<file path="src/rtl/color_pick_pkg.sv">
// Shared render definitions: colour-map field layout, pick FSM states and result record.
package color_pick_pkg;

    localparam int unsigned INTW = 12;
    localparam int unsigned PIXLW = 12;

    // Colour word layout: {y[6:1], x[6:1]}; each field drops coordinate bit 0.
    localparam int unsigned X_LSB       = 0;
    localparam int unsigned Y_LSB       = 6;
    localparam int unsigned FIELD_W     = 6;
    localparam int unsigned COORD_SHIFT = 1;

    typedef enum logic [1:0] {
        StIdle,
        StArm,
        StScan,
        StDone
    } pick_state_t;

    typedef struct packed {
        logic [INTW-1:0] x;
        logic [INTW-1:0] y;
    } coord_t;

    typedef struct packed {
        logic             err;
        logic [PIXLW-1:0] color;
        coord_t           pos;
    } pick_res_t;

    // Forward map used by the colour generator: coordinate to colour.
    function automatic logic [PIXLW-1:0] coord_to_color(input logic [INTW-1:0] x,
                                                         input logic [INTW-1:0] y);
        logic [PIXLW-1:0] c;
        c = '0;
        c[X_LSB +: FIELD_W] = x[COORD_SHIFT +: FIELD_W];
        c[Y_LSB +: FIELD_W] = y[COORD_SHIFT +: FIELD_W];
        return c;
    endfunction

endpackage

</file>
<file path="src/rtl/color_pick_if.sv">
// Pick request/result and raster-stream signals between framebuffer, UI and the picker.
interface color_pick_if;
    import color_pick_pkg::*;

    logic             frame_start;
    logic             scan_de;
    logic [INTW-1:0]  scan_x;
    logic [INTW-1:0]  scan_y;
    logic [PIXLW-1:0] pix_color;
    logic [INTW-1:0]  sx;
    logic [INTW-1:0]  sy;
    logic             req;
    logic             ack;
    logic             busy;
    logic             valid;
    logic             err;
    logic [INTW-1:0]  pick_x;
    logic [INTW-1:0]  pick_y;
    logic [PIXLW-1:0] pick_color;

    modport slave (
        input  frame_start, scan_de, scan_x, scan_y, pix_color, sx, sy, req, ack,
        output busy, valid, err, pick_x, pick_y, pick_color
    );

    modport master (
        output frame_start, scan_de, scan_x, scan_y, pix_color, sx, sy, req, ack,
        input  busy, valid, err, pick_x, pick_y, pick_color
    );

endinterface

</file>
<file path="src/rtl/color_decode.sv">
// Colour word back to the even coordinate it encodes; pure bit-select, also used by overlays.
module color_decode
    import color_pick_pkg::*;
(
    input  logic [PIXLW-1:0] i_color,
    output coord_t           o_pos
);

    // Zero-extend each field into its coordinate, leaving bit 0 clear.
    always_comb begin
        o_pos = '0;
        o_pos.x[COORD_SHIFT +: FIELD_W] = i_color[X_LSB +: FIELD_W];
        o_pos.y[COORD_SHIFT +: FIELD_W] = i_color[Y_LSB +: FIELD_W];
    end

endmodule

</file>
<file path="src/rtl/color_pick.sv">
// Colour-map readback: samples the stream at a latched cursor once per frame and reports
// the decoded coordinate after STABLE matching frames, or an error after MISS_LIMIT misses.
module color_pick
    import color_pick_pkg::*;
#(
    parameter int unsigned PIX_LAT    = 2,
    parameter int unsigned STABLE     = 3,
    parameter int unsigned MISS_LIMIT = 4
) (
    input logic         clk,
    input logic         rst,
    color_pick_if.slave bus
);

    localparam int unsigned CNT_MAX = (STABLE > MISS_LIMIT) ? STABLE : MISS_LIMIT;
    localparam int unsigned CNTW    = $clog2(CNT_MAX + 1);
    localparam logic [CNTW-1:0] STABLE_C = CNTW'(STABLE);
    localparam logic [CNTW-1:0] MISS_C   = CNTW'(MISS_LIMIT);
    localparam logic [CNTW-1:0] ONE_C    = CNTW'(1);

    function automatic logic [CNTW-1:0] sat_inc(input logic [CNTW-1:0] v);
        return (v == {CNTW{1'b1}}) ? v : v + 1'b1;
    endfunction

    pick_state_t      r_state, w_state_nxt;
    logic [INTW-1:0]  r_sx, r_sy;
    logic [CNTW-1:0]  r_stable, r_miss;
    logic [PIXLW-1:0] r_prev;   // sample of the last frame that had a hit
    logic [PIXLW-1:0] r_samp;   // sample captured in the current frame
    logic             r_got;    // current frame already has its one hit
    pick_res_t        r_res;

    logic             w_accept, w_in_scan, w_feed, w_hit, w_hit_dly, w_cap, w_eval;
    logic             w_frame_hit, w_same, w_done_ok, w_done_err;
    logic [PIXLW-1:0] w_cur;
    logic [CNTW-1:0]  w_stable_nxt, w_miss_nxt;
    coord_t           w_dec;

    assign w_accept  = (r_state == StIdle) && bus.req;
    assign w_in_scan = (r_state == StScan);
    // The arming frame_start cycle already belongs to the first sampled frame.
    assign w_feed    = w_in_scan || ((r_state == StArm) && bus.frame_start);
    assign w_hit     = bus.scan_de && (bus.scan_x == r_sx) && (bus.scan_y == r_sy);

    if (PIX_LAT == 0) begin : g_no_dly
        assign w_hit_dly = w_hit && w_feed;
    end else begin : g_dly
        logic [PIX_LAT-1:0] r_dly;

        // Align the hit flag with the colour returned PIX_LAT cycles later.
        always_ff @(posedge clk or posedge rst) begin
            if (rst) begin
                r_dly <= '0;
            end else if (w_accept) begin
                r_dly <= '0;
            end else begin
                r_dly[0] <= w_hit && w_feed;
                for (int i = 1; i < PIX_LAT; i++) begin
                    r_dly[i] <= r_dly[i-1];
                end
            end
        end

        assign w_hit_dly = r_dly[PIX_LAT-1];
    end

    // A delayed hit coinciding with frame_start still counts for the frame that is ending.
    assign w_cap        = w_in_scan && w_hit_dly && !r_got;
    assign w_eval       = w_in_scan && bus.frame_start;
    assign w_frame_hit  = r_got || (w_in_scan && w_hit_dly);
    assign w_cur        = r_got ? r_samp : bus.pix_color;
    assign w_same       = (r_stable != '0) && (w_cur == r_prev);
    assign w_stable_nxt = w_frame_hit ? (w_same ? sat_inc(r_stable) : ONE_C) : '0;
    assign w_miss_nxt   = w_frame_hit ? '0 : sat_inc(r_miss);
    assign w_done_ok    = w_eval && w_frame_hit && (w_stable_nxt >= STABLE_C);
    assign w_done_err   = w_eval && !w_frame_hit && (w_miss_nxt >= MISS_C);

    color_decode u_decode (
        .i_color (w_cur),
        .o_pos   (w_dec)
    );

    // State register.
    always_ff @(posedge clk or posedge rst) begin
        if (rst) begin
            r_state <= StIdle;
        end else begin
            r_state <= w_state_nxt;
        end
    end

    // Next state and handshake outputs.
    always_comb begin
        w_state_nxt = r_state;
        bus.busy    = 1'b0;
        bus.valid   = 1'b0;
        bus.err     = 1'b0;
        unique case (r_state)
            StIdle: begin
                if (bus.req) w_state_nxt = StArm;
            end
            StArm: begin
                bus.busy = 1'b1;
                if (bus.frame_start) w_state_nxt = StScan;
            end
            StScan: begin
                bus.busy = 1'b1;
                if (w_done_ok || w_done_err) w_state_nxt = StDone;
            end
            StDone: begin
                bus.valid = 1'b1;
                bus.err   = r_res.err;
                if (bus.ack) w_state_nxt = StIdle;
            end
            default: w_state_nxt = StIdle;
        endcase
    end

    // Cursor latch, per-frame capture, stability/miss counters and result register.
    always_ff @(posedge clk or posedge rst) begin
        if (rst) begin
            r_sx     <= '0;
            r_sy     <= '0;
            r_stable <= '0;
            r_miss   <= '0;
            r_prev   <= '0;
            r_samp   <= '0;
            r_got    <= 1'b0;
            r_res    <= '0;
        end else begin
            if (w_accept) begin
                r_sx     <= bus.sx;
                r_sy     <= bus.sy;
                r_stable <= '0;
                r_miss   <= '0;
                r_prev   <= '0;
                r_samp   <= '0;
                r_got    <= 1'b0;
            end
            if (w_cap) begin
                r_got  <= 1'b1;
                r_samp <= bus.pix_color;
            end
            if (w_eval) begin
                r_got    <= 1'b0;
                r_stable <= w_stable_nxt;
                r_miss   <= w_miss_nxt;
                if (w_frame_hit) r_prev <= w_cur;
            end
            if (w_done_ok) begin
                r_res.err   <= 1'b0;
                r_res.color <= w_cur;
                r_res.pos   <= w_dec;
            end
            if (w_done_err) begin
                r_res <= '0;
                r_res.err <= 1'b1;
            end
        end
    end

    assign bus.pick_x     = r_res.pos.x;
    assign bus.pick_y     = r_res.pos.y;
    assign bus.pick_color = r_res.color;

endmodule
</file>
<file path="src/flat_wrapper.sv">
// flat-port wrapper written by rule: the top's interface ports become plain ports
module color_pick_flat import color_pick_pkg::*;
#(
    parameter int unsigned PIX_LAT    = 2,
    parameter int unsigned STABLE     = 3,
    parameter int unsigned MISS_LIMIT = 4
)
  (clk, rst, bus_frame_start, bus_scan_de, bus_scan_x, bus_scan_y, bus_pix_color, bus_sx, bus_sy, bus_req, bus_ack, bus_busy, bus_valid, bus_err, bus_pick_x, bus_pick_y, bus_pick_color);
  color_pick_if bus_i ();
  input logic clk;
  input logic rst;
  input wire logic [$bits(bus_i.frame_start)-1:0] bus_frame_start;
  input wire logic [$bits(bus_i.scan_de)-1:0] bus_scan_de;
  input wire logic [$bits(bus_i.scan_x)-1:0] bus_scan_x;
  input wire logic [$bits(bus_i.scan_y)-1:0] bus_scan_y;
  input wire logic [$bits(bus_i.pix_color)-1:0] bus_pix_color;
  input wire logic [$bits(bus_i.sx)-1:0] bus_sx;
  input wire logic [$bits(bus_i.sy)-1:0] bus_sy;
  input wire logic [$bits(bus_i.req)-1:0] bus_req;
  input wire logic [$bits(bus_i.ack)-1:0] bus_ack;
  output wire logic [$bits(bus_i.busy)-1:0] bus_busy;
  output wire logic [$bits(bus_i.valid)-1:0] bus_valid;
  output wire logic [$bits(bus_i.err)-1:0] bus_err;
  output wire logic [$bits(bus_i.pick_x)-1:0] bus_pick_x;
  output wire logic [$bits(bus_i.pick_y)-1:0] bus_pick_y;
  output wire logic [$bits(bus_i.pick_color)-1:0] bus_pick_color;
  assign bus_i.frame_start = bus_frame_start;
  assign bus_i.scan_de = bus_scan_de;
  assign bus_i.scan_x = bus_scan_x;
  assign bus_i.scan_y = bus_scan_y;
  assign bus_i.pix_color = bus_pix_color;
  assign bus_i.sx = bus_sx;
  assign bus_i.sy = bus_sy;
  assign bus_i.req = bus_req;
  assign bus_i.ack = bus_ack;
  assign bus_busy = bus_i.busy;
  assign bus_valid = bus_i.valid;
  assign bus_err = bus_i.err;
  assign bus_pick_x = bus_i.pick_x;
  assign bus_pick_y = bus_i.pick_y;
  assign bus_pick_color = bus_i.pick_color;
  color_pick #(.PIX_LAT(PIX_LAT), .STABLE(STABLE), .MISS_LIMIT(MISS_LIMIT)) u_core (.clk(clk), .rst(rst), .bus(bus_i));
endmodule
</file>
<file path="config.mk">
export PLATFORM = sky130hd
export DESIGN_NAME = color_pick_flat
export DESIGN_NICKNAME = d
export VERILOG_FILES = /design/src/rtl/color_pick_pkg.sv /design/src/rtl/color_pick_if.sv /design/src/rtl/color_decode.sv /design/src/rtl/color_pick.sv /design/src/flat_wrapper.sv
export SDC_FILE = /design/constraint.sdc
export NUM_CORES = 1
export LEC_CHECK = 0
export BUFFER_PORTS_ARGS = -buffer_cell sky130_fd_sc_hd__buf_2
export CAP_MARGIN = 20
export CORE_MARGIN = 2
export CORE_UTILIZATION = 53
export DETAILED_ROUTE_END_ITERATION = 12
export PLACE_DENSITY = 0.8
export SLEW_MARGIN = 20
export SYNTH_ARGS = -nofsm -noshare
export SYNTH_HDL_FRONTEND = slang
export SYNTH_SLANG_ARGS = --single-unit
</file>
<file path="constraint.sdc">
create_clock -name clk -period 2.8 [get_ports clk]
set_input_delay 0.28 -clock clk [delete_from_list [all_inputs] [get_ports clk]]
set_output_delay 0.28 -clock clk [all_outputs]
set_load 0.005 [all_outputs]
</file>
==> key figures <==
Power and ir drop
  – Pwr Density: between 700 and 800 nW/um^2
  – Switching Share: 0.282
  – Net Sw Power: slightly above 0.0009 W
  – Pint: approximately 0.0023 W
  – Combinational share of power: 0.275
  – Pleak: between 2 and 2.5 nW
  – Seq pwr share: 0.432
  – Clk network pwr share: 0.293
  – Max IR drop VDD: roughly 0.00048 V

GRT
  – Number of global-route vias before repair: ~2800
  – Global-route wire length before repair: about 13000 um
  – Met1 Use GR: 0.233
  – Initial antenna violation count: 0
  – Met3 usage: 0.0754
  – GRT overflow: 0
  – Largest net degree at the start of global routing: 54
  – Global-route met2 utilization: 0.310
  – GRT busiest layer: met2
  – Global Route Usage Sum: 0.192

Finish
  – Cell Count, Final, Fillers Out: around 540
  – Layout cell share with drive strength beyond 1: 0.336
  – Layout Nets: approximately 510
  – Post-route cell area: approximately 4500 um^2
  – Fill cells: between 600 and 700
  – Antenna diodes: 0
  – Syn-to-layout area delta: 14.6%
  – Final core occ: 0.623

Yosys
  – Synth Cell Area: a little under 4000 um^2
  – #FFs+latches synth: 72
  – Synth Warn #: 0
  – EDFF count, synth: 0
  – Syn Area/Cell: approximately 11 um^2
  – Post-synth top area share: 0.459
  – Post-synth ARST share: 1.00
  – Yosys top cell by area: dfrtp_1
  – Part of the Yosys area used for sequential elements: 0.459
  – Top_reg_cell synth: dfrtp_1
  – Synth unique cells: 44
  – Synth top area cells: dfrtp_1 46%, buf_4 6.9%, mux2_2 6.9%
  – Mapped Cells: between 300 and 400

Route
  – Initial DRC Count: between 100 and 150
  – Drt drc: 0
  – Via count: 2711
  – Pre-antenna DRT Iters: 4
  – DR WL/cell: 13.9 um
  – Routed wire length: around 7500 um
  – DR vias/cell: ~5
  – Post-DRT Antenna Nets: 0

Timing
  – Hold Vio Cnt, Final: 0
  – Clock Skews: ~0.0080 ns
  – Final setup viols: 0
  – F_max: about 0.42 GHz
  – Rel. slew slack: 0.531
  – Tcrit/Tclk final: 0.859
  – Setup TNS: 0 ns
  – Final slew viol count: 0
  – Worst hold slack: between 0.04 and 0.05 ns
  – Min Tclk post-route: ~2.4 ns
  – Slew @ Worst Pin: 0.702 ns
  – RSZ-0062 raised after global routing: no

CTS
  – H-Tree Depth: 3
  – CTS tree: yes
  – Clock-pin slew on the worst setup and hold paths: about 0.080 ns
  – Clock Path Buffers: 2
  – Number of post-CTS setup repair buffers: 0
  – Post-CTS resize count: 0
  – Clk root buf: clkbuf_8
  – Hold buffers post-CTS: 0
  – Clock Sinks: 72
  – Clock Latency Late Sink: approximately 0.34 ns
  – CTS buffer count: 9

Die
  – # rows: 31
  – Die area: approximately 8000 um^2
  – CORE AREA: between 7000 and 8000 um^2
  – IO Pins: 105
  – Initial Utilization: 0.544
  – Chip Width: approximately 90 um
  – Die Y-Extent: about 90 um

Place
  – DP Wirelength: 5590 um
  – Post-DP Area: 4260 um^2
  – Dpl cells: around 530
  – Port bufs: 92
  – GPL Wtd Cong: between 0.7 and 0.8

Setup path
  – CP Data Arrival Time: 2.63 ns
  – CP endpoint kind: register
  – Critical path required time: 3.03 ns
  – Cell breakdown of the critical path: buf_4 > mux2i_1 > o22ai_1 > nor4_2 > and4_1 > buf_4 > o21bai_4 > mux2_4
  – Highest-delay cell along the critical path: dfrtp_1
  – CP Launch Type: register
  – Crit Path Max Fanout: 9
  – CP Class: register to register
  – CP max stage delay: around 0.36 ns
  – Most frequent CP cell: buf_4

Run
  – Max-Cap Viols: 0

Worst hold path
  – Hold Path Class: input port to async pin

Outcome
  – Status: finished, final reports clean
==> cell type report <==
cell class | count | area (um^2) | share of cell area
clock buffers | 14 | 173 | 0.0384
clock inverters | 2 | 60.1 | 0.0134
inverters | 23 | 86.3 | 0.0192
multi-input cells | 233 | 1700 | 0.379
flip-flops and latches | 72 | 1800 | 0.401
well taps | 99 | 124 | 0.0276
repair buffers | 100 | 546 | 0.121
==> path summary, 6_finish.rpt <==
check / from / to / slack [ns] / depth (start not counted)
worst max-delay path: u_core.r_got / u_core.r_state[1] / 0.39 / 8
worst min-delay path: rst / u_core.r_miss[0] / 0.04 / 2
worst max register to register: u_core.r_got / u_core.r_state[1] / 0.39 / 8
worst min register to register: u_core.g_dly.r_dly[0] / u_core.g_dly.r_dly[1] / 0.45 / 1
max in group asynchronous: rst / u_core.r_samp[1] / 2.10 / 3
min in group clk: bus_pix_color[7] / u_core.r_samp[7] / 0.15 / 3
==> registers in the layout, summed over array words and instances (netlist names) <==
name and flops:
u_core.r_state 2, u_core.r_sx 12, u_core.r_got 1, u_core.r_res 1, u_core.bus.pick_color 11, u_core.r_stable 3
u_core.bus.pick_y 1, u_core.r_miss 3, u_core.r_sy 12, u_core.g_dly.r_dly 2, u_core.r_samp 12, u_core.r_prev 12
==> logic make-up (layout without fill, tap and decap cells) <==
kind of cell,Yosys count,count (layout),synth area share
flip-flops,72,72,0.459
multiplexers,49,49,0.146
XOR/XNOR,33,33,0.0737
adder cells (fa/ha/maj),8,8,0.0255
other,1,12,0.000956
AO/OA/AOI/OAI,34,34,0.0568
buffers and inverters,74,139,0.117
AND/OR/NAND/NOR,97,97,0.120
==> critical path: cells and delay by family, from the launching register on <==
family / cells / cell delay (ns)
buffers and inverters: 2 / 0.42
AND/OR/NAND/NOR: 2 / 0.62
AO/OA/AOI/OAI: 2 / 0.23
flip-flops: 1 / 0.36
multiplexers: 2 / 0.65
==> Yosys cell counts (2+ instances only) <==
cell type,number
nand2_1,33
nor4_2,2
clkbuf_1,9
nor3_1,3
nand2b_1,2
buf_1,2
dfrtp_1,72
xnor2_1,27
o21ai_0,15
mux2_4,2
and4_1,2
mux2i_4,3
and2_1,2
ha_1,8
xor2_1,6
mux2_2,24
buf_6,2
a21oi_1,5
mux2i_1,19
o22ai_1,2
nand3_1,25
buf_12,2
buf_4,36
a21o_1,2
nand4_1,7
nor2_1,16
inv_1,23
==> through the flow <==
stage | power (W) | setup WS [ns]
global route | 0.00344 | 0.217
detailed placement | 0.00233 | 0.396
CTS | 0.00327 | 0.383
finish | 0.00325 | 0.394
global placement | 0.00228 | 0.501
floorplan | 0.00209 | 0.695
==> routing by layer <==
metal	wire length, um	vias up
met5	0	-
met4	117	0
met3	580	13
met2	3540	82
met1	3290	1279
li1	-	1337
==> cell usage in the layout (no fill, tap or decap), types with 5 or more instances in the layout <==
cell type   n
mux2i_1    19
nand2_1    32
xnor2_1    27
nor2_1     16
nand3_1    25
xor2_1      6
clkbuf_8   12
buf_4       6
buf_2      92
ha_1        8
conb_1     12
mux2_2     24
a21oi_1     5
dfrtp_1    72
nand4_1     7
o21ai_0    15
inv_1      22
==> power groups by stage <==
stage	clock, W	sequential, W	combinational (W)
after floorplan	0	0.00139	0.000700
after global placement	0	0.00141	0.000877
after detailed placement	0	0.00142	0.000906
after CTS	0.000959	0.00140	0.000907
after global routing	0.00101	0.00143	0.000998
final	0.000952	0.00140	0.000893
Note: power is estimated with default switching activity, not from simulation.
